--- src/rtl/mem_port_arbiter_pkg.sv ---
// Shared constants, stall vectors and FSM encoding for mem_port_arbiter.
// Stall bit order: 0=pc 1=if_id 2=id_ex 3=ex_mem 4=mem_wb 5=wb.
package mem_port_arbiter_pkg;

    localparam logic Stop       = 1'b1;
    localparam logic NoStop     = 1'b0;

    localparam logic ReqEnable  = 1'b1;
    localparam logic ReqDisable = 1'b0;

    localparam logic [5:0] StallNone = {6{NoStop}};
    localparam logic [5:0] StallIf   = {{4{NoStop}}, {2{Stop}}};
    localparam logic [5:0] StallId   = {{3{NoStop}}, {3{Stop}}};
    localparam logic [5:0] StallEx   = {{2{NoStop}}, {4{Stop}}};
    localparam logic [5:0] StallMem  = {NoStop, {5{Stop}}};

    typedef enum logic [1:0] {
        IDLE     = 2'd0,
        IF_WAIT  = 2'd1,
        MEM_WAIT = 2'd2,
        RESP     = 2'd3
    } arb_state_t;

    // Ack-timeout counter is never narrower than 4 bits.
    function automatic int counter_width(input int max_wait);
        int w;
        w = $clog2(max_wait + 1);
        return (w > 4) ? w : 4;
    endfunction

endpackage

--- src/rtl/mem_port_arbiter_stall_encoder.sv ---
// Priority encoder turning pending memory traffic and stage stall requests
// into the six-bit pipeline stall vector.
module mem_port_arbiter_stall_encoder
    import mem_port_arbiter_pkg::*;
(
    input  logic       mem_pending,
    input  logic       if_pending,
    input  logic       stallreq_ex,
    input  logic       stallreq_id,
    output logic [5:0] stall
);

    always_comb begin
        stall = StallNone;
        if (mem_pending) begin
            stall = StallMem;
        end else if (stallreq_ex) begin
            stall = StallEx;
        end else if (stallreq_id) begin
            stall = StallId;
        end else if (if_pending) begin
            stall = StallIf;
        end
    end

endmodule

--- src/rtl/mem_port_arbiter.sv ---
// Arbitrates the single external memory port between fetch and data access.
// Optional ack timeout is enabled by defining TIMEOUT_EN.
module mem_port_arbiter
    import mem_port_arbiter_pkg::*;
#(
    parameter int ADDR_W   = 32,
    parameter int DATA_W   = 32,
    parameter int MAX_WAIT = 15
) (
    input  logic                clk,
    input  logic                rst,
    input  logic                if_req,
    input  logic [ADDR_W-1:0]   if_addr,
    output logic [DATA_W-1:0]   if_rdata,
    output logic                if_done,
    input  logic                mem_req,
    input  logic                mem_we,
    input  logic [ADDR_W-1:0]   mem_addr,
    input  logic [DATA_W-1:0]   mem_wdata,
    input  logic [DATA_W/8-1:0] mem_sel,
    output logic [DATA_W-1:0]   mem_rdata,
    output logic                mem_done,
    input  logic                stallreq_id,
    input  logic                stallreq_ex,
    output logic                bus_req,
    output logic                bus_we,
    output logic [ADDR_W-1:0]   bus_addr,
    output logic [DATA_W-1:0]   bus_wdata,
    output logic [DATA_W/8-1:0] bus_sel,
    input  logic [DATA_W-1:0]   bus_rdata,
    input  logic                bus_ack,
    output logic [5:0]          stall,
    output logic                bus_err
);

    arb_state_t  state;
    arb_state_t  state_next;
    logic        owner_mem;
    logic        grant_mem;
    logic        grant_if;
    logic        complete;
    logic        expire;
    logic        in_wait;
    logic        timeout_hit;
    logic        mem_pending;
    logic        if_pending;
    logic [5:0]  stall_enc;

    assign in_wait = (state == IF_WAIT) || (state == MEM_WAIT);

    // Data side wins a simultaneous request; RESP ignores all requests.
    always_comb begin
        state_next = state;
        grant_mem  = 1'b0;
        grant_if   = 1'b0;
        complete   = 1'b0;
        expire     = 1'b0;
        case (state)
            IDLE: begin
                if (mem_req) begin
                    grant_mem  = 1'b1;
                    state_next = MEM_WAIT;
                end else if (if_req) begin
                    grant_if   = 1'b1;
                    state_next = IF_WAIT;
                end
            end
            IF_WAIT, MEM_WAIT: begin
                if (bus_ack) begin
                    complete   = 1'b1;
                    state_next = RESP;
                end else if (timeout_hit) begin
                    expire     = 1'b1;
                    state_next = RESP;
                end
            end
            RESP: begin
                state_next = IDLE;
            end
            default: begin
                state_next = IDLE;
            end
        endcase
    end

    always_ff @(posedge clk or negedge rst) begin
        if (!rst) begin
            state     <= IDLE;
            owner_mem <= 1'b0;
            bus_req   <= ReqDisable;
            bus_we    <= 1'b0;
            bus_addr  <= '0;
            bus_wdata <= '0;
            bus_sel   <= '0;
            if_rdata  <= '0;
            mem_rdata <= '0;
        end else begin
            state <= state_next;
            if (grant_mem) begin
                owner_mem <= 1'b1;
                bus_req   <= ReqEnable;
                bus_we    <= mem_we;
                bus_addr  <= mem_addr;
                bus_wdata <= mem_wdata;
                bus_sel   <= mem_sel;
            end else if (grant_if) begin
                owner_mem <= 1'b0;
                bus_req   <= ReqEnable;
                bus_we    <= 1'b0;
                bus_addr  <= if_addr;
                bus_wdata <= '0;
                bus_sel   <= '1;
            end
            // A timed-out transaction returns zero rather than stale bus data.
            if (complete || expire) begin
                bus_req <= ReqDisable;
                if (owner_mem) begin
                    mem_rdata <= complete ? bus_rdata : '0;
                end else begin
                    if_rdata  <= complete ? bus_rdata : '0;
                end
            end
        end
    end

`ifdef TIMEOUT_EN
    localparam int CNT_W = counter_width(MAX_WAIT);

    logic [CNT_W-1:0] wait_cnt;
    logic             timed_out;

    always_ff @(posedge clk or negedge rst) begin
        if (!rst) begin
            wait_cnt  <= '0;
            timed_out <= 1'b0;
        end else begin
            if (grant_mem || grant_if) begin
                wait_cnt <= '0;
            end else if (in_wait && !bus_ack) begin
                wait_cnt <= wait_cnt + 1'b1;
            end
            timed_out <= expire;
        end
    end

    // Fires on the MAX_WAIT-th wait cycle; a same-cycle ack takes precedence.
    assign timeout_hit = in_wait && !bus_ack && (wait_cnt == CNT_W'(MAX_WAIT - 1));
    assign bus_err     = (state == RESP) && timed_out;
`else
    localparam int max_wait_unused = MAX_WAIT;

    assign timeout_hit = 1'b0;
    assign bus_err     = 1'b0;
`endif

    assign mem_done    = (state == RESP) && owner_mem;
    assign if_done     = (state == RESP) && !owner_mem;
    assign mem_pending = mem_req && !mem_done;
    assign if_pending  = if_req && !if_done;

    mem_port_arbiter_stall_encoder u_stall_encoder (
        .mem_pending (mem_pending),
        .if_pending  (if_pending),
        .stallreq_ex (stallreq_ex),
        .stallreq_id (stallreq_id),
        .stall       (stall_enc)
    );

    // Reset forces the stall vector low even while requesters still hold req.
    assign stall = rst ? stall_enc : StallNone;

endmodule
--- config.mk ---
export PLATFORM = sky130hd
export DESIGN_NAME = mem_port_arbiter
export DESIGN_NICKNAME = d
export VERILOG_FILES = /design/src/rtl/mem_port_arbiter_pkg.sv /design/src/rtl/mem_port_arbiter_stall_encoder.sv /design/src/rtl/mem_port_arbiter.sv
export SDC_FILE = /design/constraint.sdc
export NUM_CORES = 1
export LEC_CHECK = 0
export BUFFER_PORTS_ARGS = -buffer_cell sky130_fd_sc_hd__buf_2
export CAP_MARGIN = 20
export CELL_PAD_IN_SITES_DETAIL_PLACEMENT = 2
export CELL_PAD_IN_SITES_GLOBAL_PLACEMENT = 2
export CORE_MARGIN = 3
export CORE_UTILIZATION = 28
export CTS_BUF_LIST = sky130_fd_sc_hd__clkbuf_8
export CTS_CLUSTER_SIZE = 40
export DETAILED_ROUTE_END_ITERATION = 8
export PLACE_DENSITY = 0.78
export SLEW_MARGIN = 40
export SYNTH_ARGS = -nofsm -noshare
export SYNTH_HDL_FRONTEND = slang
export SYNTH_HIERARCHICAL = 1
export SYNTH_SLANG_ARGS = --single-unit
--- constraint.sdc ---
create_clock -name clk -period 2.1 [get_ports clk]
set_clock_uncertainty 0.15 [all_clocks]
set_input_delay 0.105 -clock clk [delete_from_list [all_inputs] [get_ports clk]]
set_output_delay 0.105 -clock clk [all_outputs]
set_load 0.02 [all_outputs]
==> impl_metrics.yaml <==
synthesis:
  syn_avg_cell_area_sq_um: 11.8
  syn-num-nets: 630
  synth-seq-area-share: 0.598
  syn-cell-area_sq_mm: 0.00573
  yosysTopAreaCell: "dfrtp_1"
  synth_top_area_frac: 0.598
  yosys_warnings: 6
  ys.flop_type: "dfrtp_1"
  yosysMostFrequentCell: "dfrtp_1"
  synth_common_cells: "137 x dfrtp_1, 68 x nand2_1, 44 x nor2_1"
  async_reset_ff_frac: 1.00
  synth.distinct_cells: 32
  synth_seq_cells: 137
  yosys-top-cells-area: "dfrtp_1 60%, mux2_4 8.4%, mux2_2 6.3%, nand2_1 4.5%, o22ai_1 3.6%"
  syn_inst: 487
  synth_edf_count: 0
clock_tree:
  clock_path_buffers: 2
  htreeDepth: 4
  clock-sinks: 137
  clk_pin_slew_ns: 0.10
  cts_buffers: 17
  ctsRootBufferMaster: "clkbuf_8"
  clock_latency_ns: 0.45
  cts_tree: "done"
route:
  ant_nets: 0
  first_pass_iters: 4
  drtIter0Drc: 142
  vias: 5714
  wire_per_inst_microns: 22.6
  drc: 0
  via_per_inst: 4.78
  drt-total-wl_mm: 27.0
cells_and_area:
  nets: 1051
  areaGrowthSynthToFinish_pct: 63.6
  drive_above_1_share: 0.455
worst_setup_path:
  path_class: "register to output port"
  critical_path.startpoint_type: "register"
  arrival_ns: 1.99
  cp.required_ns: 1.85
  path_max_fanout: 3
  cp-end-kind: "output port"
timing:
  finalCritPeriodShare: 1.07
  setup_viol: 4
  fin_ws_ns: -0.143
  slew-limit-headroom: 0.646
  final_max_slew_viol_count: 0
  fmax_ghz: 0.446
  finalHoldViolCount: 0
  timing.hold.ws_ns: 0.149
  min_period_ns: 2.24
  rsz0062_at_grt: "true"
  tightest_slew_ns: 0.531
  tns_ns: -0.347
grt:
  grt-ovfl-total: 0
  antenna_found_initial: 9
  grt_pass1_wl_mm: 39.6
  grt_pass1_vias: 6787
  grt_usage: 0.233
  grt_max_degree: 102
worst_hold_path:
  hold_class: "primary input to asynchronous set/reset pin"
run_status:
  violations: "negative setup slack"
  status: "complete, but fails checks"
placement:
  routabilityCongestion: 0.764
  place_hpwl_mm: 14.8
  port_buffers: 280
pwr:
  power.density_mw_per_mm2: 1510
  finalPower_uw: 14100
  p_leak_uw: 0.00469
  ir_drop_v: 0.000432
floorplanning:
  die_height_microns: 149
  num_rows: 51
  top_level_ports: 283
  dieArea_sq_mm: 0.0222
  die-width_microns: 149
  coreArea_sq_mm: 0.0198
  initial_core_util: 0.290
job:
  drv_cap: 0
[cell usage in the layout (no fill, tap or decap), types with 2 or more instances in the layout]
master	n
inv_8	7
conb_1	2
a21oi_1	37
nor3_1	2
nand2_1	67
inv_6	3
dlygate4sd3_1	138
ha_4	2
mux2_4	32
mux2_2	32
and2_4	7
nor2b_1	2
clkbuf_8	17
o22ai_1	32
dfrtp_1	136
inv_2	2
diode_2	10
nor2_1	44
buf_2	275
buf_6	6
nand3_1	33
nand2b_1	2
buf_12	5
buf_4	13
nor2b_4	2
clkinv_4	4
[layer usage]
layer	track usage	wire, microns	vias to the layer above
li1	-	-	2518
met1	0.237	9680	2901
met2	0.435	14800	230
met3	0.0641	1470	65
met4	0.118	991	0
met5	0	0	-
[cells by family after synthesis]
family	count (synthesis)	synth area share
compound gates	73	0.0718
buf+inv	39	0.0423
fa+ha+maj	3	0.00655
mux	64	0.147
flops	137	0.598
simple gates	169	0.133
other cells	2	0.00131
[stage by stage]
stage	worst slack, ns	util	std cells	area (sq um)
4_1_cts	-0.165	0.468	1180	9260
5_1_grt	-0.220	0.474	1195	9380
6_report	-0.143	0.474	1196	9380
2_1_floorplan	0.0255	-	487	5730
3_3_place_gp	0.0990	0.374	1006	7400
3_5_place_dp	0.0190	0.374	1006	7400
[worst paths after layout]
| path | startpoint | slack (ns) | end | cells past startpoint |
|---|---|---|---|---|
| setup / recovery | state[1]$_DFFE_PN0P_ | -0.14 | stall[1] | 6 |
| hold / removal | rst | 0.15 | if_rdata[12]$_DFFE_PN0P_ | 3 |
| setup reg to reg | state[1]$_DFFE_PN0P_ | 0.03 | if_rdata[21]$_DFFE_PN0P_ | 5 |
| hold reg to reg | bus_wdata[1]$_DFFE_PN0P_ | 0.36 | bus_wdata[1]$_DFFE_PN0P_ | 2 |
| max in group asynchronous | rst | 1.21 | owner_mem$_DFFE_PN0P_ | 3 |
| min in group clk | mem_wdata[22] | 0.23 | bus_wdata[22]$_DFFE_PN0P_ | 4 |
[state kept, by name, summed over array words and instances (netlist names)]
signal     count
bus_addr      32
bus_wdata     32
if_rdata      32
mem_rdata     32
bus_sel        4
state          2
bus_req        1
bus_we         1
owner_mem      1
[worst max-delay path: stages (launching register included)]
cell	delay [ns]
dfrtp_1	0.38
ha_2	0.19
and2_4	0.15
nor2b_4	0.05
or4_4	0.48
and2_4	0.16
buf_6	0.12
[report_power, final]
group	total (uW)	internal, uW	switching [uW]
Sequential	4820	3940	879
Clock	2170	889	1280
Combinational	7140	2920	4220
Total	14100	7740	6380
[final cells by class]
cell class,count,area [sq um]
fill,2070,10400
clock inverter,15,148
tap,265,332
timing repair buffer,439,3060
sequential,137,3430
inverter,2,7.51
antenna,10,25.0
clock buffer,17,234
multi-input combinational,311,2140
[timing repair]
| item | 4_1_cts | 5_1_grt |
|---|---|---|
| endpoints found under the setup margin | 5 | 89 |
| buffers inserted | 3 | 5 |
| endpoints found under the hold margin | 274 | 0 |
| hold buffers | 139 | 0 |
| pin swaps | 4 | 5 |
| resized for setup | 21 | 15 |
| gates cloned | 0 | 1 |
Note: power is estimated with default switching activity, not from simulation.
